[src/rtl/ps2_pkg.sv]
// Shared types and constants for the PS/2 receive path.
// Frame layout after the start bit: 8 data bits LSB first, odd parity, stop.
package ps2_pkg;

    typedef enum logic [1:0] {
        IDLE  = 2'd0,
        SHIFT = 2'd1,
        CHECK = 2'd2
    } state_e;

    typedef logic [7:0] byte_t;

    localparam int PAR_BIT    = 8;
    localparam int STOP_BIT   = 9;
    localparam int FRAME_BITS = 10;

    localparam int ERR_PARITY   = 0;
    localparam int ERR_FRAME    = 1;
    localparam int ERR_TIMEOUT  = 2;
    localparam int ERR_OVERFLOW = 3;
    localparam int ERR_W        = 4;

    // Data plus parity must hold an odd number of ones.
    function automatic logic parity_ok(input logic [PAR_BIT:0] bits);
        return ^bits;
    endfunction

endpackage

[src/rtl/ps2_byte_fifo.sv]
// First-word-fall-through byte FIFO; rdata shows the head (0 when empty), pop visible next cycle.
// A write while full is honoured only when paired with a read; otherwise it is dropped.
module ps2_byte_fifo
    import ps2_pkg::*;
#(
    parameter int DEPTH = 8
) (
    input  logic                   clk,
    input  logic                   reset,
    input  logic                   wr,
    input  byte_t                  wdata,
    input  logic                   rd,
    output byte_t                  rdata,
    output logic                   empty,
    output logic                   full,
    output logic [$clog2(DEPTH):0] count
);
    localparam int AW = $clog2(DEPTH);
    localparam int CW = AW + 1;

    byte_t          mem_q [DEPTH];
    logic [AW-1:0]  wptr_q, rptr_q;
    logic [CW-1:0]  count_q;
    logic           do_rd, do_wr;

    assign empty = (count_q == '0);
    assign full  = (count_q == CW'(DEPTH));
    assign do_rd = rd & ~empty;
    assign do_wr = wr & (~full | do_rd);
    assign rdata = empty ? 8'h00 : mem_q[rptr_q];
    assign count = count_q;

    always_ff @(posedge clk) begin
        if (do_wr) mem_q[wptr_q] <= wdata;
    end

    always_ff @(posedge clk) begin
        if (reset) begin
            wptr_q  <= '0;
            rptr_q  <= '0;
            count_q <= '0;
        end else begin
            if (do_wr) wptr_q <= wptr_q + AW'(1);
            if (do_rd) rptr_q <= rptr_q + AW'(1);
            unique case ({do_wr, do_rd})
                2'b10:   count_q <= count_q + CW'(1);
                2'b01:   count_q <= count_q - CW'(1);
                default: count_q <= count_q;
            endcase
        end
    end

endmodule

[src/rtl/ps2_rx_fifo.sv]
// PS/2 receiver: sync, glitch filter, 11-bit frame check, FWFT byte FIFO, sticky error flags.
// Byte visible two cycles after the stop-bit strobe; with the FIFO full and no pop, good bytes are dropped.
module ps2_rx_fifo
    import ps2_pkg::*;
#(
    parameter int FILTER_LEN = 4,
    parameter int TIMEOUT    = 32767,
    parameter int FIFO_DEPTH = 8
) (
    input  logic                        clk,
    input  logic                        reset,
    input  logic                        samplen,
    input  logic                        ps2_clk,
    input  logic                        ps2_data,
    input  logic                        rden,
    input  logic                        clr_err,
    output logic [7:0]                  q,
    output logic                        dsr,
    output logic [$clog2(FIFO_DEPTH):0] count,
    output logic                        parity_err,
    output logic                        frame_err,
    output logic                        timeout,
    output logic                        overflow
);
    logic [1:0]            clk_sync_q, dat_sync_q;
    logic                  filt_q, bit_stb_q;
    logic [3:0]            fcnt_q;
    state_e                state_q;
    logic [3:0]            bitcnt_q;
    logic [FRAME_BITS-1:0] shreg_q;
    logic [15:0]           wdog_q;
    logic                  push_q, par_fail_q, frm_fail_q;
    logic [ERR_W-1:0]      err_q, err_set;
    logic [FRAME_BITS-1:0] frame_nx;
    logic                  last_bit, to_evt, fifo_empty, fifo_full;

    // Sync and filter; the pins idle high, so the filtered level starts high.
    always_ff @(posedge clk) begin
        if (reset) begin
            clk_sync_q <= 2'b11;
            dat_sync_q <= 2'b11;
            filt_q     <= 1'b1;
            fcnt_q     <= '0;
            bit_stb_q  <= 1'b0;
        end else begin
            clk_sync_q <= {clk_sync_q[0], ps2_clk};
            dat_sync_q <= {dat_sync_q[0], ps2_data};
            bit_stb_q  <= 1'b0;
            if (samplen) begin
                if (clk_sync_q[1] == filt_q) begin
                    fcnt_q <= '0;
                end else if (fcnt_q == 4'(FILTER_LEN - 1)) begin
                    filt_q    <= ~filt_q;
                    fcnt_q    <= '0;
                    bit_stb_q <= filt_q;
                end else begin
                    fcnt_q <= fcnt_q + 4'd1;
                end
            end
        end
    end

    assign frame_nx = {dat_sync_q[1], shreg_q[FRAME_BITS-1:1]};
    assign last_bit = bit_stb_q && (bitcnt_q == 4'(FRAME_BITS - 1));
    assign to_evt   = (state_q == SHIFT) && !last_bit && (wdog_q == 16'd1);

    // Check results are registered on the last shift so they are live during CHECK.
    always_ff @(posedge clk) begin
        if (reset) begin
            state_q    <= IDLE;
            bitcnt_q   <= '0;
            shreg_q    <= '0;
            wdog_q     <= '0;
            push_q     <= 1'b0;
            par_fail_q <= 1'b0;
            frm_fail_q <= 1'b0;
        end else begin
            push_q     <= 1'b0;
            par_fail_q <= 1'b0;
            frm_fail_q <= 1'b0;
            unique case (state_q)
                IDLE: begin
                    if (bit_stb_q && !dat_sync_q[1]) begin
                        state_q  <= SHIFT;
                        bitcnt_q <= '0;
                        wdog_q   <= 16'(TIMEOUT);
                    end
                end
                SHIFT: begin
                    wdog_q <= wdog_q - 16'd1;
                    if (bit_stb_q) begin
                        shreg_q  <= frame_nx;
                        bitcnt_q <= bitcnt_q + 4'd1;
                    end
                    if (last_bit) begin
                        state_q    <= CHECK;
                        frm_fail_q <= ~frame_nx[STOP_BIT];
                        par_fail_q <= ~parity_ok(frame_nx[PAR_BIT:0]);
                        push_q     <= frame_nx[STOP_BIT] & parity_ok(frame_nx[PAR_BIT:0]);
                    end else if (to_evt) begin
                        state_q <= IDLE;
                    end
                end
                CHECK:   state_q <= IDLE;
                default: state_q <= IDLE;
            endcase
        end
    end

    ps2_byte_fifo #(.DEPTH(FIFO_DEPTH)) u_fifo (
        .clk   (clk),
        .reset (reset),
        .wr    (push_q),
        .wdata (shreg_q[7:0]),
        .rd    (rden),
        .rdata (q),
        .empty (fifo_empty),
        .full  (fifo_full),
        .count (count)
    );

    always_comb begin
        err_set               = '0;
        err_set[ERR_PARITY]   = par_fail_q;
        err_set[ERR_FRAME]    = frm_fail_q;
        err_set[ERR_TIMEOUT]  = to_evt;
        err_set[ERR_OVERFLOW] = fifo_full & push_q & ~rden;
    end

    // A new event outranks a clear issued in the same cycle.
    always_ff @(posedge clk) begin
        if (reset) err_q <= '0;
        else       err_q <= (clr_err ? '0 : err_q) | err_set;
    end

    assign dsr        = ~fifo_empty;
    assign parity_err = err_q[ERR_PARITY];
    assign frame_err  = err_q[ERR_FRAME];
    assign timeout    = err_q[ERR_TIMEOUT];
    assign overflow   = err_q[ERR_OVERFLOW];

endmodule

[config.mk]
export PLATFORM = sky130hd
export DESIGN_NAME = ps2_rx_fifo
export DESIGN_NICKNAME = d
export VERILOG_FILES = /design/src/rtl/ps2_pkg.sv /design/src/rtl/ps2_byte_fifo.sv /design/src/rtl/ps2_rx_fifo.sv
export SDC_FILE = /design/constraint.sdc
export NUM_CORES = 1
export LEC_CHECK = 0
export CAP_MARGIN = 15
export CORE_MARGIN = 2
export CORE_UTILIZATION = 50
export DETAILED_ROUTE_END_ITERATION = 6
export PLACE_DENSITY = 0.82
export SLEW_MARGIN = 20
export SYNTH_ARGS = -nofsm -noshare
export SYNTH_HDL_FRONTEND = slang
export SYNTH_SLANG_ARGS = --single-unit
[constraint.sdc]
create_clock -name clk -period 2.8 [get_ports clk]
set_input_delay 0.42 -clock clk [delete_from_list [all_inputs] [get_ports clk]]
set_output_delay 0.42 -clock clk [all_outputs]
set_load 0.1 [all_outputs]
# Word level (Yosys, flattened, before mapping)
# Memory sizes are Yosys's and may differ from the RTL's. A register that Yosys moved wholly into a read port is not among the register bits.
# Cells that the tools add are included.
[op_classes]
add_sub_neg = 7
n_eq_ne = 11
mux = 18
bitwise_logic = 18
n_reduce_logical = 18
[ops]
columns = ["cell", "n"]
rows = [
  ["$pmux 16 s2", 1],
  ["$mux 4", 5],
  ["$eq 16x1->1 const B", 1],
  ["$mux 16", 1],
  ["$pmux 4 s2", 2],
  ["$sub 16x1->16 const B", 1],
  ["$add 4x1->4 const B", 3],
  ["$not 1->1", 11],
  ["$reduce_xor 9->1", 1],
  ["$eq 4x4->1 const B", 2],
  ["$mux 8", 1],
  ["$add 3x1->3 const B", 2],
  ["$mux 2", 3],
  ["$mux 3", 2],
  ["$reduce_and 2->1", 3],
  ["$reduce_and 3->1", 2],
  ["$and 1x1->1", 5],
  ["$eq 2x1->1 const B", 2],
  ["$eq 4x2->1 const B", 1],
  ["$logic_and 1x1->1", 4],
  ["$logic_not 4->1", 1],
  ["$ne 2x2->1 const B", 2],
  ["$or 4x4->4", 1],
  ["$pmux 2 s2", 1],
  ["other kinds (11)", 14],
]
[word_totals]
ff_bits = 59
mem_bits_rw = 64
output_inout_bits = 17
elab_cells = 89
memories = 1
[memory_table]
columns = ["name", "words", "width", "read_ports", "rd_ports_with_merged_regs", "wr", "line", "source"]
rows = [
  ["u_fifo.mem_q", 8, 8, 1, 1, 1, "ps2_byte_fifo.sv:21", "byte_t mem_q [DEPTH];"],
]

# Depth between registers and ports, before layout
# Gate-level depths: netlist (run 1).
[depth]
depth_word = 8
depth_mapped = 13
ltp_nobuf = 11

# Modules after synthesis
# Synthesis (run 1) repeated with hierarchy kept, for this count alone.
[hier_totals]
hier_cells = 432
hier_area_um2 = 5333.9
[by_module_without_submodules]
columns = ["mod", "instances", "cells_each", "area_per_inst_um2", "seq_area_each_um2"]
rows = [
  ["ps2_byte_fifo", 1, 184, 3160.5, 2182.1],
  ["ps2_rx_fifo", 1, 248, 2173.3, 980.9],
]

# Worst setup path before layout (run 1)
# Ideal clock, no wire load.
[synth_path]
path_type = "reg-to-reg"
from = "register u_fifo.count_q[1], in the netlist u_fifo.count[1]"
to = "register u_fifo.count_q[2], in the netlist u_fifo.count[2]"
arrival_ns = 3.867
t_required_ns = 2.730
setup_slack_ns = -1.137
stages_incl_launch_ff = 14
path_buffers = 2
period_less_slack_ns = 3.937
cell_sequence = "dfxtp_1 -> or3_1 -> clkbuf_1 -> nor2_1 -> inv_1 -> and2_1 -> clkbuf_1 -> ha_1 -> xor2_1 -> ha_1 -> a21oi_1 -> xor2_1 -> or3_1 -> a21oi_1"
[synth_via]
elab_chain_cells = 7
[synth_lines]
columns = ["item", "line", "source"]
rows = [
  ["start, declared", "ps2_byte_fifo.sv:23", "logic [CW-1:0] count_q;"],
  ["start signal, assigned", "ps2_byte_fifo.sv:46", "2'b10: count_q <= count_q + CW'(1);"],
  ["start signal, assigned", "ps2_byte_fifo.sv:47", "2'b01: count_q <= count_q - CW'(1);"],
  ["start signal, assigned", "ps2_byte_fifo.sv:48", "default: count_q <= count_q;"],
  ["$logic_not 4->1 *", "ps2_byte_fifo.sv:26", "assign empty = (count_q == '0);"],
  ["$not 1->1 *", "--", ""],
  ["via dsr", "ps2_rx_fifo.sv:18", "output logic dsr,"],
  ["$and 1x1->1 *", "ps2_byte_fifo.sv:28", "assign do_rd = rd & ~empty;"],
  ["via u_fifo.do_rd", "ps2_byte_fifo.sv:24", "logic do_rd, do_wr;"],
  ["$or 1x1->1", "ps2_byte_fifo.sv:29", "assign do_wr = wr & (~full | do_rd);"],
  ["$and 1x1->1", "ps2_byte_fifo.sv:29", ""],
  ["$eq 2x1->1 or $eq 2x2->1 (tied branches)", "ps2_byte_fifo.sv:45", "unique case ({do_wr, do_rd})"],
  ["$pmux 4 s2 or $reduce_bool 2->1 (tied branches)", "--", ""],
]
# Mark *: on every way through the listed nets, which the timed path passes. The rest lies on a longest branch.
# A chain may end at the register's enable or synchronous reset.

==> results.md, run 1 <==
* Synth async-reset ratio at 0%
* Vias at 3306
* Hold path depth at 1
* Synth Instances at 411
* Crit Path Max Fanout at 16
* Final period util at 92.9%
* Critical Path AT at 2180 ps
* Iteration count of the initial detailed-routing pass at 4
* Synth Net Count at 428
* Distinct cells, synth at 49
* Ports at 24
* Iter 0 DRT Violations at 162
* Detailed Place HPWL at 6200 um
* Clk_lat worst skew at 510 ps
* Count of final setup violators at 0
* Clock transition at the registers of the reported paths at 60 ps
* Worst hold start: clk_sync_q[0]$_SDFF_PP1_
* Hold_buf cts at 0
* VDD IR max at 444 uV
* Post-CTS setup buffers at 0
* Pleak at 2.19 nW
* Residual DRC at 0
* Post-synth top flop: edfxtp_1
* Rows at 37
* Routability Congestion at 0.795
* Post-route setup slack at 198 ps
* H-tree levels at 4
* Antenna-violating nets left at 0
* Final min period at 2600 ps
* Tightest Hold Check Type: flop to flop
* Worst R2R Setup Slack at 240 ps
* Synthesis-to-finish area growth at 21.5%
* First-pass GRT wire length at 16300 um
* Root buf cell: clkbuf_8
* Register bit total from synthesis at 126
* PortBufs at 23
* GRT overflow at 0
* Nets at 465
* Layout cells sized above 1 at 22.6%
* Status: finished, final reports clean
* Die height at 106 um
* Vias in the first global route at 3305
* Die Width at 106 um
* DP Worst Slack at 121 ps
* Die Area at 11100 um^2
* Fin util at 61.5%
* Worst slew margin at 58.1%
* Initial Util at 50.6%
* RR Endpoint: u_fifo.count[3]$_SDFFE_PP0P_
* Synth warn at 0
* CTS resizes at 0
* # Max-Cap Violations at 0
* Register area share after synthesis at 61.4%
* WL per Instance at 16.4 um
* Antenna Cells at 0
* EDFF count, synth at 64
* DRT Wirelength at 9760 um
* RR Startpoint: u_fifo.count[2]$_SDFFE_PP0P_
* Maximum number of pins on one net before global-route repair at 37
* Global Route Usage Sum at 19.1%
* Path type of the worst setup path: flop to primary output
* Clk sinks at 126
* R2r worst-path depth at 9
* Avg Cell Area, Syn at 12.5 um^2
* Antenna violations before repair at 0
* Post-Syn Area at 5150 um^2
* Pwr dens at 650 nW/um^2
* CTS tree: done
* Drt via density at 5.54
* Slew of the pin with the lowest slew margin at 628 ps
* Hold Violations, Final at 0
* Max Slew Vio Count at 0
* TritonCTS buffer count at 17
* RSZ-0062 raised after global routing: no
* CP Data Required Time at 2380 ps
* Clock Path Buffers at 2
* Crit end category: primary output
* Core Area at 10200 um^2
* Clock Skew at 9.40 ps
* Fmax at 384 MHz
* CP startpoint kind: flop
* WHS Endpoint: clk_sync_q[1]$_SDFF_PP1_
-- worst max path at each step --
stage / startpoint / to / cells past startpoint
final: flop / q[1] / 5
after global routing: u_fifo.count[1]$_SDFFE_PP0P_ / u_fifo.count[3]$_SDFFE_PP0P_ / 9
after CTS: flop / q[1] / 5
after detailed placement: rden / u_fifo.count[3]$_SDFFE_PP0P_ / 9
after global placement: rden / u_fifo.count[2]$_SDFFE_PP0P_ / 11
after floorplan: u_fifo.count[2]$_SDFFE_PP0P_ / u_fifo.count[2]$_SDFFE_PP0P_ / 13
-- metrics by stage --
| step | cell area [um^2] | hold WS (ps) | TNS [ps] | power, mW | instances |
|---|---|---|---|---|---|
| after floorplan | 5220 | 389 | -2910 | 1.98 | 411 |
| after global placement | 5690 | 394 | 0 | 1.99 | 565 |
| after detailed placement | 5690 | 394 | 0 | 1.99 | 565 |
| after CTS | 6260 | 387 | 0 | 4.10 | 597 |
| after global routing | 6260 | 417 | 0 | 4.18 | 597 |
| final | 6260 | 408 | 0 | 4.07 | 597 |
-- cell usage in the layout, fill, tap and decap left out, types with 4 or more instances in the layout --
master           count
buf_4               24
a31oi_1              7
nand2_1             28
inv_6                4
nand3_1              4
clkbuf_16           16
or3_1                6
xnor2_1             10
inv_1                9
clkdlybuf4s50_1      5
o21ai_0             11
dfxtp_1             59
nand2b_1             5
edfxtp_1            64
o211ai_1             6
ha_1                 8
buf_12               8
or2_2                5
mux2i_1             12
a21oi_1             27
or3_2                5
nor2_1              41
mux4_2              16
nor3_1               7
xor2_1              13
-- power by group --
group	switching (mW)	leakage, nW	total [mW]	internal, mW
logic	0.0188	0.815	0.0310	0.0122
registers	0.00213	1.10	1.92	1.92
clock network	0.835	0.281	2.12	1.28
total	0.856	2.19	4.07	3.21
-- registers in the layout, summed over array words and instances, names as in the netlist, named ones only --
register	count
bit_stb_q	1
filt_q	1
dat_sync_q	2
u_fifo.mem_q	64
wdog_q	16
par_fail_q	1
frm_fail_q	1
push_q	1
err_q	4
u_fifo.wptr_q	3
u_fifo.rptr_q	3
fcnt_q	4
state_q	2
bitcnt_q	4
clk_sync_q	2
u_fifo.count	4
shreg_q	10
-- critical path, cell delays in order (launching register included) --
cell and delay [ps]:
dfxtp_1 310, buf_4 300, mux4_2 550, mux2i_1 230
nor2_1 100, buf_12 170
-- Yosys cell counts, types with 3 or more instances --
cell      number  area, um^2
inv_1         10        37.5
nor2_1        42         158
edfxtp_1      64        1920
or3_1          6        37.5
nand2_1       28         105
or3_2          5        37.5
o211ai_1       6        45.0
and3_1         3        18.8
xnor2_1       10        87.6
ha_1          10         125
a31oi_1        7        43.8
nand3_1        4        20.0
mux4_2        16         360
nand2b_1       5        31.3
a21oi_1       28         140
nor4b_1        3        26.3
nor3_1         7        35.0
mux2i_1       12         120
xor2_1        13         114
nor2b_1        3        18.8
dfxtp_1       62        1240
clkbuf_1      17        63.8
or2_2          5        31.3
o21ai_0       12        60.1
-- logic make-up (layout without fill, tap and decap cells) --
| logic type | count (synthesis) | in the layout | share of synthesized area [%] |
|---|---|---|---|
| simple gates | 127 | 127 | 12.6 |
| buf+inv | 30 | 80 | 2.21 |
| mux | 28 | 28 | 9.32 |
| compound gates | 66 | 66 | 7.67 |
| fa+ha+maj | 10 | 10 | 2.43 |
| flops | 126 | 126 | 61.4 |
| xor+xnor | 24 | 24 | 4.35 |
-- per-layer routing --
| layer | part of all wire [%] | track usage (%) | vias up |
|---|---|---|---|
| li1 | - | - | 1591 |
| met1 | 42 | 22.6 | 1628 |
| met2 | 53 | 33.1 | 79 |
| met3 | 4.5 | 5.94 | 8 |
| met4 | 0.65 | 5.92 | 0 |
| met5 | 0 | 0 | - |
-- final cells by class --
| type | count | area [um^2] |
|---|---|---|
| multi-input combinational | 255 | 1910 |
| tap | 136 | 170 |
| inverter | 10 | 41.3 |
| timing repair buffer | 38 | 395 |
| sequential | 126 | 3170 |
| clock buffer | 17 | 414 |
| fill | 761 | 3920 |
| clock inverter | 15 | 163 |
(Power assumes the default switching activity.)
==> inputs of run 2 (changes only) <==
Settings changed: HOLD_SLACK_MARGIN set to 0.08.
==> results of run 2 <==
The final DEF is identical to that of run 1; final timing and power are the same.
==> inputs of run 3 (changes only) <==
Settings changed: CAP_MARGIN 15 to 0, CORE_UTILIZATION 50 to 40, PLACE_DENSITY 0.82 to not set, PLACE_DENSITY_LB_ADDON set to 0.15.
==> run 3 against run 2 <==
Wire length shrank 9.8%. Sequential power is essentially flat. Sequential share of layout area shrank 0.26 points. Register-to-register slack gained 60 ps. Cell area grew 0.52%. Utilization shrank 12 points. Global-route usage shrank 5.0 points. Power shrank 0.60%. Non-clock buffer count shrank 1. Setup slack gained 100 ps. Flip-flop and latch count is the same. Clock power is essentially flat. Largest power group unchanged.
==> results.md, run 3 (synthesized netlist as in run 1, its figures left out) <==
* Hold path depth at 1 (unchanged)
* Commonest non-fill, non-tap cell in the layout: edfxtp_1
* Final min period at 2500 ps (-99.6 ps)
* Critical Path Slowest Stage Cell: or3_1
* Iteration count of the initial detailed-routing pass at 4 (unchanged)
* VDD IR max at 484 uV (+9.1%)
* Post-route setup slack at 298 ps (+99.6 ps)
* Iter 0 DRT Violations at 148 (-8.6%)
* CP Data Required Time at 3130 ps (+750 ps)
* PortBufs at 23 (unchanged)
* Clk pwr share at 51.7% (-0.3 points)
* Routability Congestion at 0.742 (-6.7%)
* Post-CTS setup buffers at 0 (unchanged)
* TritonCTS buffer count at 17 (unchanged)
* Core Area at 12600 um^2 (+24%)
* Antenna violations before repair at 0 (unchanged)
* Biggest regs: u_fifo.mem_q x64, wdog_q x16, shreg_q x10
* Pleak at 2.17 nW (-0.80%)
* Die height at 118 um (+11%)
* Hold Violations, Final at 0 (unchanged)
* Worst-path cell chain: or3_1 -> nor2_4 -> clkinvlp_4 -> and2_4 -> ha_4 -> xor2_1 -> ha_2 -> a21oi_2 -> xor2_1 -> or3_1 -> a21oi_1
* Die Area at 13800 um^2 (+24%)
* Pwr dens at 642 nW/um^2 (-1.1%)
* Sw power at 0.801 mW (-6.4%)
* Count of final setup violators at 0 (unchanged)
* Status: finished, final reports clean
* WP depth at 11 (+6)
* CTS tree: done
* Worst slew margin at 57.2% (-0.91 points)
* Ports at 24 (unchanged)
* H-tree levels at 4 (unchanged)
* Critical Path AT at 2830 ps (+650 ps)
* Combinational fraction of design power at 0.8% (about the same)
* Clk_lat worst skew at 410 ps (-100 ps)
* CP startpoint kind: flop
* DP Worst Slack at 197 ps (+76.5 ps)
* Final period util at 89.4% (-3.6 points)
* # Max-Cap Violations at 0 (unchanged)
* Detailed Place HPWL at 5980 um (-3.6%)
* Vias at 3103 (-6.1%)
* Residual DRC at 0 (unchanged)
* Crit path max-delay family: simple AND/OR/NAND/NOR gates
* Vias in the first global route at 3110 (-5.9%)
* Nets at 464 (-0.22%)
* Commonest cells after routing, fill and taps aside: edfxtp_1 (64), dfxtp_1 (59), nor2_1 (41)
* Rows at 41 (+11%)
* Buf/Inv on CP at 1 (-1)
* Int Pwr at 3.24 mW (+0.94%)
* Drt via density at 4.91 (-11%)
* Hold_buf cts at 0 (unchanged)
* First-pass GRT wire length at 15400 um (-6.0%)
* Antenna Cells at 0 (unchanged)
* Clock Skew at 11.7 ps (+2.30 ps)
* Die Width at 118 um (+11%)
* Antenna-violating nets left at 0 (unchanged)
* Maximum number of pins on one net before global-route repair at 36 (-2.7%)
* Tightest Hold Check Type: flop to flop
* Crit end category: flop
* Register with the highest flop count: u_fifo.mem_q
* Clock transition at the registers of the reported paths at 60 ps (about the same)
* Register share of total power at 47.5% (+0.3 points)
* Switching Share at 19.8% (-1.2 points)
* CP peak stage delay at 470 ps (-80 ps)
* Root buf cell: clkbuf_16
* DRT Wirelength at 8800 um (-9.8%)
* Crit Path Max Fanout at 7 (-9)
* Global Route Usage Sum at 14.1% (-5.0 points)
* Layout cells sized above 1 at 21.7% (-0.82 points)
* Total power draw at 4.04 mW (-0.60%)
* Synthesis-to-finish area growth at 22.2%
* Fmax at 400 MHz (+4.0%)
* R2r worst-path depth at 11 (+2)
* Path type of the worst setup path: flop to flop
* Clk sinks at 126 (unchanged)
* Max Slew Vio Count at 0 (unchanged)
* WL per Instance at 13.9 um (-15%)
* Initial Util at 40.8% (-9.8 points)
* CTS resizes at 0 (unchanged)
* Slew of the pin with the lowest slew margin at 636 ps (+7.72 ps)
* Number of flip-flops in the largest register at 64 (unchanged)
* GRT overflow at 0 (unchanged)
* Clock Path Buffers at 2 (unchanged)
* RSZ-0062 raised after global routing: no
## run 3: per-layer routing
metal | GRT usage, % | share of wire, %
met1 | 17.9 | 47
met3 | 4.12 | 2.7
met5 | 0 | 0
met2 | 22.4 | 48
met4 | 6.33 | 1.9
## run 3: through the flow
stage	util, %	area [um^2]	hold slack, ps	std cells	setup TNS, ps
finish	49.9	6300	406	632	0
detailed placement	45.4	5720	396	600	0
floorplan	-	5220	389	411	-2910
CTS	49.9	6300	408	632	0
global placement	45.4	5720	392	600	0
global route	49.9	6300	414	632	0
## run 3: layout make-up
cell class	count	area (um^2)
Multi-Input combinational cell	255	1910
Sequential cell	126	3170
Fill cell	1153	6320
Clock inverter	13	139
Timing Repair Buffer	37	388
Inverter	10	41.3
Tap cell	172	215
Clock buffer	19	433
## run 3: power by group through the flow
stage                     registers (mW)  clock network [mW]  logic [mW]
after floorplan                     1.96                   0      0.0185
after global placement              1.96                   0      0.0314
after detailed placement            1.96                   0      0.0315
after CTS                           1.92                2.13      0.0316
after global routing                1.92                2.23      0.0346
final                               1.92                2.09      0.0308
## run 3: final timing paths
check                                    start                      endpoint  slack [ps]
setup / recovery  u_fifo.count[2]$_SDFFE_PP0P_  u_fifo.count[2]$_SDFFE_PP0P_         300
hold / removal        clk_sync_q[0]$_SDFF_PP1_      clk_sync_q[1]$_SDFF_PP1_         410
setup reg to reg  u_fifo.count[2]$_SDFFE_PP0P_  u_fifo.count[2]$_SDFFE_PP0P_         300
hold reg to reg       clk_sync_q[0]$_SDFF_PP1_      clk_sync_q[1]$_SDFF_PP1_         410
